==> src/rtl/keypad_pkg.sv <==
// Shared definitions for the hex keypad entry block.
// Holds the default parameter values, the FSM state encoding and the key map.
// The key map is indexed [row][col], for example KEY_MAP[1][1] = 5.
package keypad_pkg;

    localparam int unsigned SCAN_DIV_DEF  = 50000;
    localparam int unsigned DEB_TICKS_DEF = 4;
    localparam int unsigned KEY_W         = 4;
    localparam int unsigned NUM_ROWS      = 4;
    localparam int unsigned NUM_COLS      = 4;

    typedef enum logic [1:0] {
        ST_SCAN      = 2'd0,
        ST_PRESS_DEB = 2'd1,
        ST_HELD      = 2'd2,
        ST_REL_DEB   = 2'd3
    } state_t;

    // Written as {row3, row2, row1, row0}; each row is written as {col3, col2, col1, col0}.
    localparam logic [NUM_ROWS-1:0][NUM_COLS-1:0][KEY_W-1:0] KEY_MAP = {
        {4'hD, 4'hE, 4'hF, 4'h0},
        {4'hC, 4'h9, 4'h8, 4'h7},
        {4'hB, 4'h6, 4'h5, 4'h4},
        {4'hA, 4'h3, 4'h2, 4'h1}
    };

    function automatic logic [KEY_W-1:0] key_lookup(input logic [1:0] r, input logic [1:0] c);
        return KEY_MAP[r][c];
    endfunction

endpackage

==> src/rtl/scan_tick.sv <==
// Scan tick generator.
// The counter runs 0..N-1 and wraps. tick is high during the cycle in which the count equals N-1.
//   clk  : system clock
//   clr  : synchronous active-high reset
//   tick : one-cycle pulse every N clocks
module scan_tick
    import keypad_pkg::*;
#(
    parameter int unsigned N = SCAN_DIV_DEF
) (
    input  logic clk,
    input  logic clr,
    output logic tick
);
    localparam int unsigned CW = (N > 1) ? $clog2(N) : 1;

    logic [CW-1:0] r_cnt;
    logic          w_last;

    assign w_last = (r_cnt == CW'(N - 1));
    assign tick   = w_last;

    always_ff @(posedge clk) begin
        if (clr)         r_cnt <= '0;
        else if (w_last) r_cnt <= '0;
        else             r_cnt <= r_cnt + CW'(1);
    end
endmodule

==> src/rtl/hex_keypad_entry.sv <==
// Hex keypad scanner with debounce and a four-digit entry shift register.
//   clk       : system clock
//   clr       : synchronous active-high reset
//   row       : active-low row drive; exactly one bit is low
//   col       : active-low column sense; asynchronous to clk
//   input1..4 : entered digits; input1 is the newest and input4 the oldest
//   key_code  : value of the last accepted key
//   key_valid : one-cycle pulse on the cycle after a key is accepted
module hex_keypad_entry
    import keypad_pkg::*;
#(
    parameter int unsigned SCAN_DIV  = SCAN_DIV_DEF,
    parameter int unsigned DEB_TICKS = DEB_TICKS_DEF
) (
    input  logic                clk,
    input  logic                clr,
    output logic [NUM_ROWS-1:0] row,
    input  logic [NUM_COLS-1:0] col,
    output logic [KEY_W-1:0]    input1,
    output logic [KEY_W-1:0]    input2,
    output logic [KEY_W-1:0]    input3,
    output logic [KEY_W-1:0]    input4,
    output logic [KEY_W-1:0]    key_code,
    output logic                key_valid
);
    localparam int unsigned DW = $clog2(DEB_TICKS + 1);

    logic [NUM_COLS-1:0] r_col_s1, r_col_s2;
    state_t              r_state, w_state_nx;
    logic [1:0]          r_row_idx, w_row_nx;
    logic [1:0]          r_cand_col, w_cand_nx;
    logic [DW-1:0]       r_deb_cnt, w_deb_nx, w_deb_inc;
    logic [KEY_W-1:0]    r_dig1, r_dig2, r_dig3, r_dig4, r_key_code;
    logic                r_key_valid;
    logic                w_tick, w_hit, w_cand_high, w_accept;
    logic [NUM_COLS-1:0] w_col_low;
    logic [1:0]          w_hit_col;

    scan_tick #(.N(SCAN_DIV)) u_scan_tick (
        .clk  (clk),
        .clr  (clr),
        .tick (w_tick)
    );

    // Two-flop synchronizer for the asynchronous column lines.
    always_ff @(posedge clk) begin
        if (clr) begin
            r_col_s1 <= '1;
            r_col_s2 <= '1;
        end else begin
            r_col_s1 <= col;
            r_col_s2 <= r_col_s1;
        end
    end

    // A sample is a hit only when exactly one column is low.
    assign w_col_low   = ~r_col_s2;
    assign w_hit       = $onehot(w_col_low);
    assign w_cand_high = r_col_s2[r_cand_col];
    assign w_deb_inc   = r_deb_cnt + DW'(1);

    always_comb begin
        w_hit_col = '0;
        for (int i = 0; i < NUM_COLS; i++) begin
            if (w_col_low[i]) w_hit_col = 2'(i);
        end
    end

    // FSM state register.
    always_ff @(posedge clk) begin
        if (clr) begin
            r_state    <= ST_SCAN;
            r_row_idx  <= '0;
            r_cand_col <= '0;
            r_deb_cnt  <= '0;
        end else begin
            r_state    <= w_state_nx;
            r_row_idx  <= w_row_nx;
            r_cand_col <= w_cand_nx;
            r_deb_cnt  <= w_deb_nx;
        end
    end

    // FSM next state. Everything advances only on scan ticks.
    always_comb begin
        w_state_nx = r_state;
        w_row_nx   = r_row_idx;
        w_cand_nx  = r_cand_col;
        w_deb_nx   = r_deb_cnt;
        w_accept   = 1'b0;
        if (w_tick) begin
            unique case (r_state)
                ST_SCAN: begin
                    if (w_hit) begin
                        w_cand_nx = w_hit_col;
                        w_deb_nx  = DW'(1);
                        if (DEB_TICKS <= 1) begin
                            w_accept   = 1'b1;
                            w_state_nx = ST_HELD;
                        end else begin
                            w_state_nx = ST_PRESS_DEB;
                        end
                    end else begin
                        w_row_nx = r_row_idx + 2'd1;
                    end
                end
                ST_PRESS_DEB: begin
                    if (w_hit && (w_hit_col == r_cand_col)) begin
                        w_deb_nx = w_deb_inc;
                        if (w_deb_inc == DW'(DEB_TICKS)) begin
                            w_accept   = 1'b1;
                            w_state_nx = ST_HELD;
                        end
                    end else begin
                        w_state_nx = ST_SCAN;
                        w_row_nx   = r_row_idx + 2'd1;
                        w_deb_nx   = '0;
                    end
                end
                ST_HELD: begin
                    // Only the latched column matters, so other keys in this row are ignored.
                    if (w_cand_high) begin
                        w_deb_nx = DW'(1);
                        if (DEB_TICKS <= 1) begin
                            w_state_nx = ST_SCAN;
                            w_row_nx   = r_row_idx + 2'd1;
                            w_deb_nx   = '0;
                        end else begin
                            w_state_nx = ST_REL_DEB;
                        end
                    end
                end
                ST_REL_DEB: begin
                    if (w_cand_high) begin
                        if (w_deb_inc == DW'(DEB_TICKS)) begin
                            w_state_nx = ST_SCAN;
                            w_row_nx   = r_row_idx + 2'd1;
                            w_deb_nx   = '0;
                        end else begin
                            w_deb_nx = w_deb_inc;
                        end
                    end else begin
                        w_state_nx = ST_HELD;
                    end
                end
                default: w_state_nx = ST_SCAN;
            endcase
        end
    end

    // Key output and digit shift register. The digits update on the same cycle as the pulse.
    always_ff @(posedge clk) begin
        if (clr) begin
            r_key_valid <= 1'b0;
            r_key_code  <= '0;
            r_dig1      <= '0;
            r_dig2      <= '0;
            r_dig3      <= '0;
            r_dig4      <= '0;
        end else begin
            r_key_valid <= w_accept;
            if (w_accept) begin
                r_key_code <= key_lookup(r_row_idx, w_hit_col);
                r_dig4     <= r_dig3;
                r_dig3     <= r_dig2;
                r_dig2     <= r_dig1;
                r_dig1     <= key_lookup(r_row_idx, w_hit_col);
            end
        end
    end

    assign row       = ~(4'b0001 << r_row_idx);
    assign input1    = r_dig1;
    assign input2    = r_dig2;
    assign input3    = r_dig3;
    assign input4    = r_dig4;
    assign key_code  = r_key_code;
    assign key_valid = r_key_valid;
endmodule

==> config.mk <==
export PLATFORM = sky130hd
export DESIGN_NAME = hex_keypad_entry
export DESIGN_NICKNAME = d
export VERILOG_FILES = /design/src/rtl/keypad_pkg.sv /design/src/rtl/scan_tick.sv /design/src/rtl/hex_keypad_entry.sv
export SDC_FILE = /design/constraint.sdc
export NUM_CORES = 1
export LEC_CHECK = 0
export CAP_MARGIN = 20
export CORE_ASPECT_RATIO = 0.6
export CORE_MARGIN = 2
export CORE_UTILIZATION = 50
export DETAILED_ROUTE_END_ITERATION = 16
export PLACE_DENSITY = 0.73
export REMOVE_ABC_BUFFERS = 1
export SLEW_MARGIN = 25
export SYNTH_ARGS = -nofsm -noshare
export SYNTH_HDL_FRONTEND = slang
export SYNTH_HIERARCHICAL = 1
export SYNTH_SLANG_ARGS = --single-unit
==> constraint.sdc <==
create_clock -name clk -period 7.7 [get_ports clk]
set_input_delay 2.31 -clock clk [delete_from_list [all_inputs] [get_ports clk]]
set_output_delay 2.31 -clock clk [all_outputs]
set_load 0.01 [all_outputs]
; Word level (Yosys, flattened, before mapping)
; Cells that the tools add are included.
[op_classes]
addsub = 6
n_lt_le_gt_ge = 3
eq_ne = 15
shifts = 1
mux = 31
n_bitwise = 2
n_reduce_logical = 8
[op_table]
columns = op, count
row1 = $bmux 16 s2, 1
row2 = $mux 2, 12
row3 = $add 16x1->16 const B, 1
row4 = $eq 16x16->1 const B, 1
row5 = $mux 16, 1
row6 = $mux 3, 5
row7 = $ne 2x2->1 const B, 6
row8 = $pmux 3 s4, 1
row9 = $lt 2x3->1 const B, 3
row10 = $bmux 4 s2, 1
row11 = $not 4->4, 2
row12 = $pmux 2 s4, 1
row13 = $mux 1, 6
row14 = $ne 3x3->1 const B, 2
row15 = $pmux 2 s3, 1
row16 = $reduce_and 6->1, 1
row17 = $reduce_and 5->1, 1
row18 = $add 1x1->2, 2
row19 = $eq 2x2->1 const B, 2
row20 = $mux 4, 1
row21 = $reduce_and 4->1, 1
row22 = $shl 1x2->4 const A, 1
row23 = $add 2x2->3, 1
row24 = $add 3x1->3 const B, 1
row25 = other kinds (11), 11
[word_totals]
ff_bits = 50
wordCells = 78

; Longest topological paths before layout
; Gate-level depths: netlist of the first run.
[logic_depth]
word_depth = 9
depth_mapped = 10
depth_no_buf = 9

; Hierarchy
; The synthesis of the first run kept the hierarchy.
[modules_own_cells]
columns = mod, n_inst, cells_per_inst, area_each_um2, seq_area_each_um2
row1 = hex_keypad_entry, 1, 174, 1642.8, 680.7
row2 = scan_tick, 1, 82, 732.0, 320.3

; Least setup slack after synthesis of the first run
; OpenSTA, ideal clock, no wires.
[synth_timing]
path_type = register to output
from = register r_row_idx[0]
to = output port row[2]
arrival_time_ns = 0.781
required_ns = 5.390
path_slack_ns = 4.609
stages_incl_launch_ff = 4
path_buffers = 0
path_cell_list = dfxtp_1 > inv_1 > ha_1 > inv_1
[synth_via]
elab_chain_cells = 2
[synth_lines]
columns = item, line_no
row1 = from (decl), hex_keypad_entry.sv:30  ; logic [1:0] r_row_idx, w_row_nx;
row2 = from (signal assigned), hex_keypad_entry.sv:78  ; r_row_idx <= w_row_nx;
row3 = $shl 1x2->4, hex_keypad_entry.sv:172  ; assign row = ~(4'b0001 << r_row_idx);
row4 = $not 4->4, hex_keypad_entry.sv:172
row5 = to (decl), hex_keypad_entry.sv:17  ; output logic [NUM_ROWS-1:0] row,
; Every way passes these cells.

; Final worst setup path of the first run
; Ends and elaborated chain as after synthesis.

==> reports/qor.csv, run 1 <==
metric;value;unit
layout.cells.non_filler;343;
core_area;4560;um2
fillers;419;
cts_made_buffers;5;
synth_cell_types;47;
start_kind;register;
clockRootBuffer;clkbuf_8;
htreeDepth;2;
p_leak;0.000959;uW
post_dp_cell_area;2670;um2
whs_path_depth;1;
setup_violations;0;
yosys.area.top_type;dfxtp_1;
firstDrtPassIters;5;
timing.rr.end;input4[0];
drv_cap;0;
via_per_inst;5.34;
cts_tree;built;
hold_path.class;reg -> reg;
rr_startpoint;r_col_s2[3];
grt_pass1_wl;7.87;mm
required;5.39;ns
synth_edf_count;0;
grt_pass1_vias;1626;
layout.nets;296;
setup.worst_path.class;reg -> out;
ys_ff_latch;50;
holdPathEnd;r_col_s2[1];
antenna_found_initial;0;
crit_path_end_kind;output port;
die_area;5340;um2
worstPathMaxFanout;6;
port_buffers;30;
insertedDiodeCount;0;
period_share;0.519;
grtUsageTotal;0.191;
slew_headroom;0.491;
post-route-util;0.606;
die_h;57.4;um
cts_resized;0;
yosysMostFrequentCell;dfxtp_1;
ys_warn_count;6;
syn-instance-count;256;
netlist_area;2370;um2
postRouteAntennaNets;0;
dp_hpwl;3.29;mm
p_per_area;160;nW/um2
worst_pin_slew;0.757;ns
drcViolationCount;0;
grt-ovfl-total;0;
placed_cells;335;
ioPinCount;31;
ys_async_sr_fraction;0;
fin_crit;4.00;ns
arrival;1.69;ns
skew;0.00389;ns
wire_per_inst;13.4;um
synth_area_leaders;dfxtp_1 (42%), mux2i_1 (6.7%), nor2_1 (6.3%);
synthToLayoutAreaGrowth;16.5;%
r2r_slack;4.07;ns
total_power;443;uW
status;complete, no violations;
synthFlopType;dfxtp_1;
drt-initial-drc-count;223;
clk_latency;0.30;ns
clk_path_buf_depth;2;
yosysTopAreaCellShare;0.421;
initial_utilization;0.520;
final_max_slew_viol_count;0;
hold_violations;0;
fmax;250;MHz
wirelength;4.60;mm
vias;1830;
chipWidth;93.0;um
stdcell_area;2770;um2
regArea;1000;um2
ir_drop;0.0990;mV
rr_worst_depth;10;
synth_common_cells;dfxtp_1 (50), nor2_1 (40), inv_1 (16), mux2i_1 (16);
cts_sinks;50;
layout-drive-gt1-share;0.0964;
routabilityCongestion;0.829;
postCtsSetupBuffers;0;
multi_input_area;1210;um2
syn_avg_cell_area;9.28;um2
path_clk_slew;0.09;ns
synth_seq_area_share;0.421;
cts_hold_repair.buffers;0;
hp-start;r_col_s1[1];
tns;0;ns
rsz0062_at_grt;false;
fp-row-count;19;
grt_max_degree;35;
==> cells by family (layout without fill, tap and decap cells) <==
family / count (synthesis) / after routing / synth area share
xor gates and xnor gates: 16 / 16 / 0.0590
AOI/OAI and AO/OA: 34 / 34 / 0.0996
buffers and inverters: 32 / 56 / 0.0722
and+or+nand+nor: 96 / 96 / 0.210
adders and majority gates: 11 / 11 / 0.0611
muxes: 17 / 17 / 0.0769
DFF: 50 / 50 / 0.421
==> state kept, by name (all words and copies together), names as in the netlist <==
signal             cells
key_code               4
u_scan_tick/r_cnt     16
r_col_s2               4
r_col_s1               4
r_cand_col             2
input4                 4
r_deb_cnt              3
key_valid              1
r_state                2
r_row_idx              2
input3                 4
input2                 4
==> layer usage <==
layer	track usage	share of wire	up-vias
met2	0.277	0.41	50
met1	0.289	0.52	852
met5	0	0	-
li1	-	-	922
met4	0.0378	0.012	0
met3	0.0476	0.055	6
==> critical path, stage by stage (launching register included) <==
cell and delay [ns]:
dfxtp_1 0.43, inv_1 0.13, ha_1 0.24, inv_1 0.07, clkdlybuf4s50_1 0.52
==> how the worst max path moves through the flow <==
| stage | from | to | cells past startpoint | slack, ns |
|---|---|---|---|---|
| 2_1_floorplan | r_col_s2[3] | key_code[0] | 9 | 4.27 |
| 3_3_place_gp | clr | u_scan_tick/r_cnt[6] | 4 | 3.90 |
| 3_5_place_dp | clr | u_scan_tick/r_cnt[10] | 4 | 3.88 |
| 4_1_cts | r_row_idx[0] | row[2] | 4 | 3.69 |
| 5_1_grt | r_row_idx[0] | row[0] | 4 | 3.56 |
| 6_report | r_row_idx[0] | row[2] | 4 | 3.70 |
==> metrics by stage <==
stage,hold slack [ns],setup slack [ns]
finish,0.415,3.70
global placement,0.391,3.90
floorplan,0.389,4.27
global route,0.432,3.56
CTS,0.417,3.69
detailed placement,0.395,3.88
==> where the power goes <==
part	internal [uW]	switching, uW	leakage (uW)	total (uW)
logic	9.64	13.2	0.000507	22.8
clock network	72.3	83.1	0.0000472	155
registers	262	3.23	0.000405	265
total	344	99.5	0.000959	443
==> cells in the final DEF (no fill, tap or decap), types with 2 or more instances in the layout <==
cell type and count:
clkdlybuf4s50_1 30, o41ai_1 2, nor4_1 5, a21oi_1 13, nand3_1 7, o211ai_1 2
inv_1 16, clkbuf_8 6, nor3b_1 2, xnor2_1 13, nor3_1 4, or2_2 8
nand4_1 6, a211oi_1 2, and2_1 2, o21ai_2 2, mux2i_1 16, nor2_1 40
o31ai_1 2, ha_1 10, nand4bb_1 2, xor2_1 3, o21ai_0 4, nand2_1 10
dfxtp_1 50
==> final cells by class <==
type | instances | area share
Clock buffer | 6 | 0.0298
Clock inverter | 2 | 0.00452
Inverter | 16 | 0.0217
Multi-Input combinational cell | 174 | 0.437
Sequential cell | 50 | 0.362
Tap cell | 63 | 0.0285
Timing Repair Buffer | 32 | 0.117
(Power assumes the default switching activity.)
==> run 2: changes to the inputs <==
--- a/config.mk
+++ b/config.mk
@@ -8,9 +8,9 @@
 export CAP_MARGIN = 20
 export CORE_ASPECT_RATIO = 0.6
 export CORE_MARGIN = 2
-export CORE_UTILIZATION = 50
+export CORE_UTILIZATION = 49
 export DETAILED_ROUTE_END_ITERATION = 16
-export PLACE_DENSITY = 0.73
+export PLACE_DENSITY = 0.75
 export REMOVE_ABC_BUFFERS = 1
 export SLEW_MARGIN = 25
 export SYNTH_ARGS = -nofsm -noshare
==> constraint.sdc (replaced) <==
create_clock -name clk -period 3.2 [get_ports clk]
set_input_delay 0.96 -clock clk [delete_from_list [all_inputs] [get_ports clk]]
set_output_delay 0.96 -clock clk [all_outputs]
set_load 0.01 [all_outputs]
==> run 2 against run 1 <==
Flip-flop and latch count unchanged. Non-clock buffer count increased by 3. Critical path depth increased by 6. Combinational power increased by 150%. Cell count increased by 0.29%. Sequential power increased by 140%. Worst setup slack got worse by 3.4 ns. Critical endpoint is now input3[2].
==> reports/qor.csv, run 2 (synthesis gave the netlist of run 1 again) <==
metric;value;unit
ir_drop;0.207;mV
p_leak;0.000970;uW
largest_register_ffs;16;
cts_made_buffers;5;
chipWidth;93.9;um
synthToLayoutAreaGrowth;17.2;%
core_area;4610;um2
cts_hold_repair.buffers;0;
clk_latency;0.29;ns
firstDrtPassIters;5;
clockRootBuffer;clkbuf_8;
final_common_cell;dfxtp_1;
port_buffers;30;
hold_violations;0;
rsz0062_at_grt;false;
grt_pass1_wl;7.81;mm
ioPinCount;31;
setup_violations;0;
drcViolationCount;0;
worst_pin_slew;0.604;ns
grt-ovfl-total;0;
fin_crit;2.89;ns
layout.cells.non_filler;344;
dp_hpwl;3.40;mm
arrival;3.07;ns
drt-initial-drc-count;106;
tns;0;ns
via_per_inst;5.33;
die_area;5440;um2
placed_cells;338;
worstPathMaxFanout;21;
grt_pass1_vias;1602;
hold_path.class;reg -> reg;
layout-drive-gt1-share;0.0996;
fp-row-count;19;
slew_headroom;0.595;
cts_sinks;50;
path_clk_slew;0.08;ns
wire_per_inst;13.3;um
largest-register;u_scan_tick/r_cnt;
clk_path_buf_depth;2;
wirelength;4.57;mm
antenna_found_initial;0;
final_cell_mix;dfxtp_1 (50), nor2_1 (40), clkdlybuf4s50_1 (30);
layout.nets;299;
p_per_area;372;nW/um2
grtUsageTotal;0.182;
drv_cap;0;
routabilityCongestion;0.820;
fillers;409;
required;3.38;ns
postRouteAntennaNets;0;
skew;0.00762;ns
die_h;57.9;um
crit_path_end_kind;register;
grt_max_degree;22;
vias;1835;
cts_tree;built;
cts_resized;0;
initial_utilization;0.515;
postCtsSetupBuffers;0;
final_max_slew_viol_count;0;
setup.worst_path.class;reg -> reg;
insertedDiodeCount;0;
htreeDepth;2;
start_kind;register;
period_share;0.904;
fmax;346;MHz
status;complete, no violations;
[run 2: cell count changes in the layout (fill, tap and decap cells not counted), sizes merged]
cell,previous run,this run
buf,2,5
clkinv,1,0
clkinvlp,1,0
[run 2: per-stage QoR]
stage	worst slack (ns)	utilization	cell area [um2]	total power [uW]	hold slack (ns)
floorplan	-0.228	-	2260	682	0.389
global placement	0.464	0.585	2700	705	0.394
detailed placement	0.337	0.585	2700	707	0.397
CTS	0.314	0.603	2780	1050	0.416
global route	0.120	0.603	2780	1080	0.424
finish	0.308	0.603	2780	1040	0.413
[run 2: worst max-delay path, cell delays in order (launching register included)]
cell and delay, ns:
dfxtp_1 0.40, fa_1 0.53, inv_1 0.04, ha_1 0.17
ha_1 0.29, nor3b_1 0.36, nand2_1 0.20, a211oi_4 0.28
buf_12 0.22, mux2i_1 0.22, nor2_1 0.06
[run 2: final timing paths]
path         slack (ns)   startpoint          end  depth (start not counted)
max                0.31  r_col_s2[1]    input3[2]                         10
min                0.41  r_col_s1[1]  r_col_s2[1]                          1
max reg2reg        0.31  r_col_s2[1]    input3[2]                         10
min reg2reg        0.41  r_col_s1[1]  r_col_s2[1]                          1
[run 2: metal layers]
metal / up-vias / global-route usage / part of all wire
met5: - / 0 / 0
met4: 0 / 0.0435 / 0.0083
met3: 5 / 0.0429 / 0.068
met2: 71 / 0.241 / 0.38
met1: 838 / 0.294 / 0.54
li1: 921 / - / -
[run 2: final cells by class]
class                      count  area (um2)  area share
clock buffer                   6        82.6      0.0297
sequential                    50        1000       0.360
tap                           63        78.8      0.0283
multi-input combinational    174        1210       0.435
timing repair buffer          35         350       0.126
inverter                      16        60.1      0.0216
[run 2: where the power goes]
part	switching, uW	leakage [uW]	internal (uW)
Sequential	6.79	0.000405	629
Clock	177	0.0000431	167
Combinational	32.0	0.000522	24.3
Total	216	0.000970	821
==> run 3: changes to the inputs <==
--- a/config.mk
+++ b/config.mk
@@ -9,6 +9,7 @@
 export CORE_ASPECT_RATIO = 0.6
 export CORE_MARGIN = 2
 export CORE_UTILIZATION = 49
+export CTS_CLUSTER_SIZE = 24
 export DETAILED_ROUTE_END_ITERATION = 16
 export PLACE_DENSITY = 0.75
 export REMOVE_ABC_BUFFERS = 1
==> results of run 3 <==
Same layout as run 2: the final DEF is identical, and so are final timing and power.
==> edit (settings of run 3) <==
Register the output `key_code` once more, without a reset; this adds one clock of latency there. The other outputs are not delayed to match.
--- a/src/rtl/hex_keypad_entry.sv
+++ b/src/rtl/hex_keypad_entry.sv
@@ -174,7 +174,9 @@
     assign input2    = r_dig2;
     assign input3    = r_dig3;
     assign input4    = r_dig4;
-    assign key_code  = r_key_code;
+    always_ff @(posedge clk) begin
+        key_code <= r_key_code;
+    end
     assign key_valid = r_key_valid;
 endmodule
 
Check against the original RTL: same outputs for any inputs over 10 cycles, from zero or initial values; that may be too few to reach the edited logic, so the function may still have changed.
==> edit against run 3 <==
  * Worst hold slack worse by 23 ps
  * Non-clock buffer count stayed put
  * Setup slack worse by 55 ps
  * Sequential cell count is 4 higher
  * Utilization is 1.3 points lower
  * Global-route usage is 2.2 points lower
  * Design area is 6.2% higher
  * Wire length is 0.98% higher
  * Clock skew hardly changed
  * Area after synthesis is 6.3% higher
  * Power is 8.6% higher
  * Critical path type unchanged
  * Largest cell class unchanged
  * Highest routed layer is now met3
==> edit: results (changes against run 3) <==
| Metric | Value |
|---|---|
| Top cells by area, synth | dfxtp_1 (43%), mux2i_1 (7.5%), nor2_1 (6.7%) |
| Initial antenna violation count | 0 (unchanged) |
| R2r worst-path depth | 10 (unchanged) |
| Root Buffer | clkbuf_8 |
| I/O Buffers | 30 (unchanged) |
| Drt first pass iters | 4 (-1) |
| M2 GR Usage | 22.92% (-1.2 points) |
| Adder-cell share of the synthesized area | 5.751% (-0.36 points) |
| Vias in the first global route | 1548 (-3.4%) |
| Largest Register | u_scan_tick/r_cnt |
| FF-to-FF setup slack | 250 ps (-60 ps) |
| H-Tree Depth | 2 (unchanged) |
| Synth Area in Compound Gates | 8.775% (-1.2 points) |
| Mux cell area share after synthesis | 9.321% (+1.6 points) |
| Clock Skew | 7.401 ps (-0.2218 ps) |
| Fillers | 444 (+8.6%) |
| Final WL | 4616 um (+0.98%) |
| Crit path max-delay family | adder cells |
| Lkg Pwr | 1.050 nW (+8.2%) |
| Share of layout cells above drive strength 1 | 10.54% (+0.58 points) |
| Area share of xor/xnor cells in the synthesized design | 5.553% (-0.35 points) |
| Worst Hold Class | flop to flop |
| Met3 WL | 168 um (-46%) |
| Worst setup path endpoint | r_key_code[3] |
| Met1 WL | 2503 um (+0.48%) |
| Register area share after synthesis | 42.84% (+0.69 points) |
| Worst-Skew Late Latency | about 300 ps |
| Met1 usage | 24.73% (-4.7 points) |
| Peak supply drop | 205.7 uV (-0.62%) |
| Cts bufs inserted | 5 (unchanged) |
| Nets | 310 (+3.7%) |
| Crit-path slowest cell | fa_1 |
| Slowest stage delay, CP | 530 ps (about the same) |
| Reg clk slew, reported paths | 100 ps (+20 ps) |
| Pin count of the biggest net entering global routing | 23 (+4.5%) |
| Synth cell types | 47 (unchanged) |
| DRT iter0 DRCs | 77 (-27%) |
| CTS resizes | 0 (unchanged) |
| FFs w/ async S/R, synth | 0% (unchanged) |
| Largest register FFs | 16 (unchanged) |
| Post-detail-place hpwl | 3328 um (-2.2%) |
| Synth cell count leaders | dfxtp_1 (54), nor2_1 (45), mux2i_1 (19) |
| Via count | 1859 (+1.3%) |
| Yosys warns | 6 (unchanged) |
| Wire length of the first global-routing pass | 7465 um (-4.4%) |
| Slew HR | 61.49% (+2.0 points) |
| Uppermost layer routed | met3 |
| Outcome | finished, final reports clean |
| Overall Global Routing Usage | 16.06% (-2.2 points) |
| Ant diodes | 0 (unchanged) |
| RePlAce Congestion | 0.8641 (+5.3%) |
| Critical path launch point | r_col_s2[1] |
| Met3 usage | 3.656% (-0.64 points) |
| Max Root-Sink Buffers | 2 (unchanged) |
| Post-CTS setup buffer count | 0 (unchanged) |
| Main flop type after synthesis | dfxtp_1 |
| Critical path arrival | 3170 ps (+100 ps) |
| CP Max Fanout | 20 (-4.8%) |
| WL met2 | 1944 um (+12%) |
## edit: cell types whose count changed in the layout (fill, tap and decap cells not counted), moves of 3 or more
| cell | before | now |
|---|---|---|
| a21oi_1 | 13 | 10 |
| dfxtp_1 | 50 | 54 |
| mux2i_1 | 16 | 19 |
| nand2b_1 | 1 | 5 |
| nor2_1 | 40 | 45 |
## edit: per-stage QoR
step           setup slack [ps]  cells  area, um^2
6_report                  252.4    360        2955
2_1_floorplan            -127.0    251        2431
3_5_place_dp              258.7    352        2864
3_3_place_gp              350.0    352        2864
5_1_grt                   45.46    360        2955
4_1_cts                   251.9    360        2955
## edit: worst min-delay path by stage
stage                       start     endpoint  slack, ps  cells after the start
floorplan             r_col_s1[0]  r_col_s2[0]        390                      1
global placement    r_key_code[0]  key_code[0]        380                      0
detailed placement  r_key_code[1]  key_code[1]        380                      0
CTS                 r_key_code[1]  key_code[1]        390                      0
global route        r_key_code[1]  key_code[1]        400                      0
finish              r_key_code[1]  key_code[1]        390                      0
## edit: final cells by class
type	count	share of cell area, %
Clock buffer	7	2.921
Clock inverter	1	0.1693
Inverter	15	1.905
Multi-Input combinational cell	182	43.78
Sequential cell	54	36.58
Tap cell	66	2.794
Timing Repair Buffer	35	11.85
## edit: kinds of logic after synthesis
logic type	after synthesis
buffers and inverters	29
adder cells (fa/ha/maj)	11
flip-flops	54
AND/OR/NAND/NOR	105
XOR/XNOR	16
AO/OA/AOI/OAI	28
multiplexers	22
## edit: report_power, final
group | switching, W | internal (W) | leakage [nW]
clock network | 0.000213 | 0.000175 | 0.0482
registers | 0.00000706 | 0.000679 | 0.437
logic | 0.0000268 | 0.0000240 | 0.564
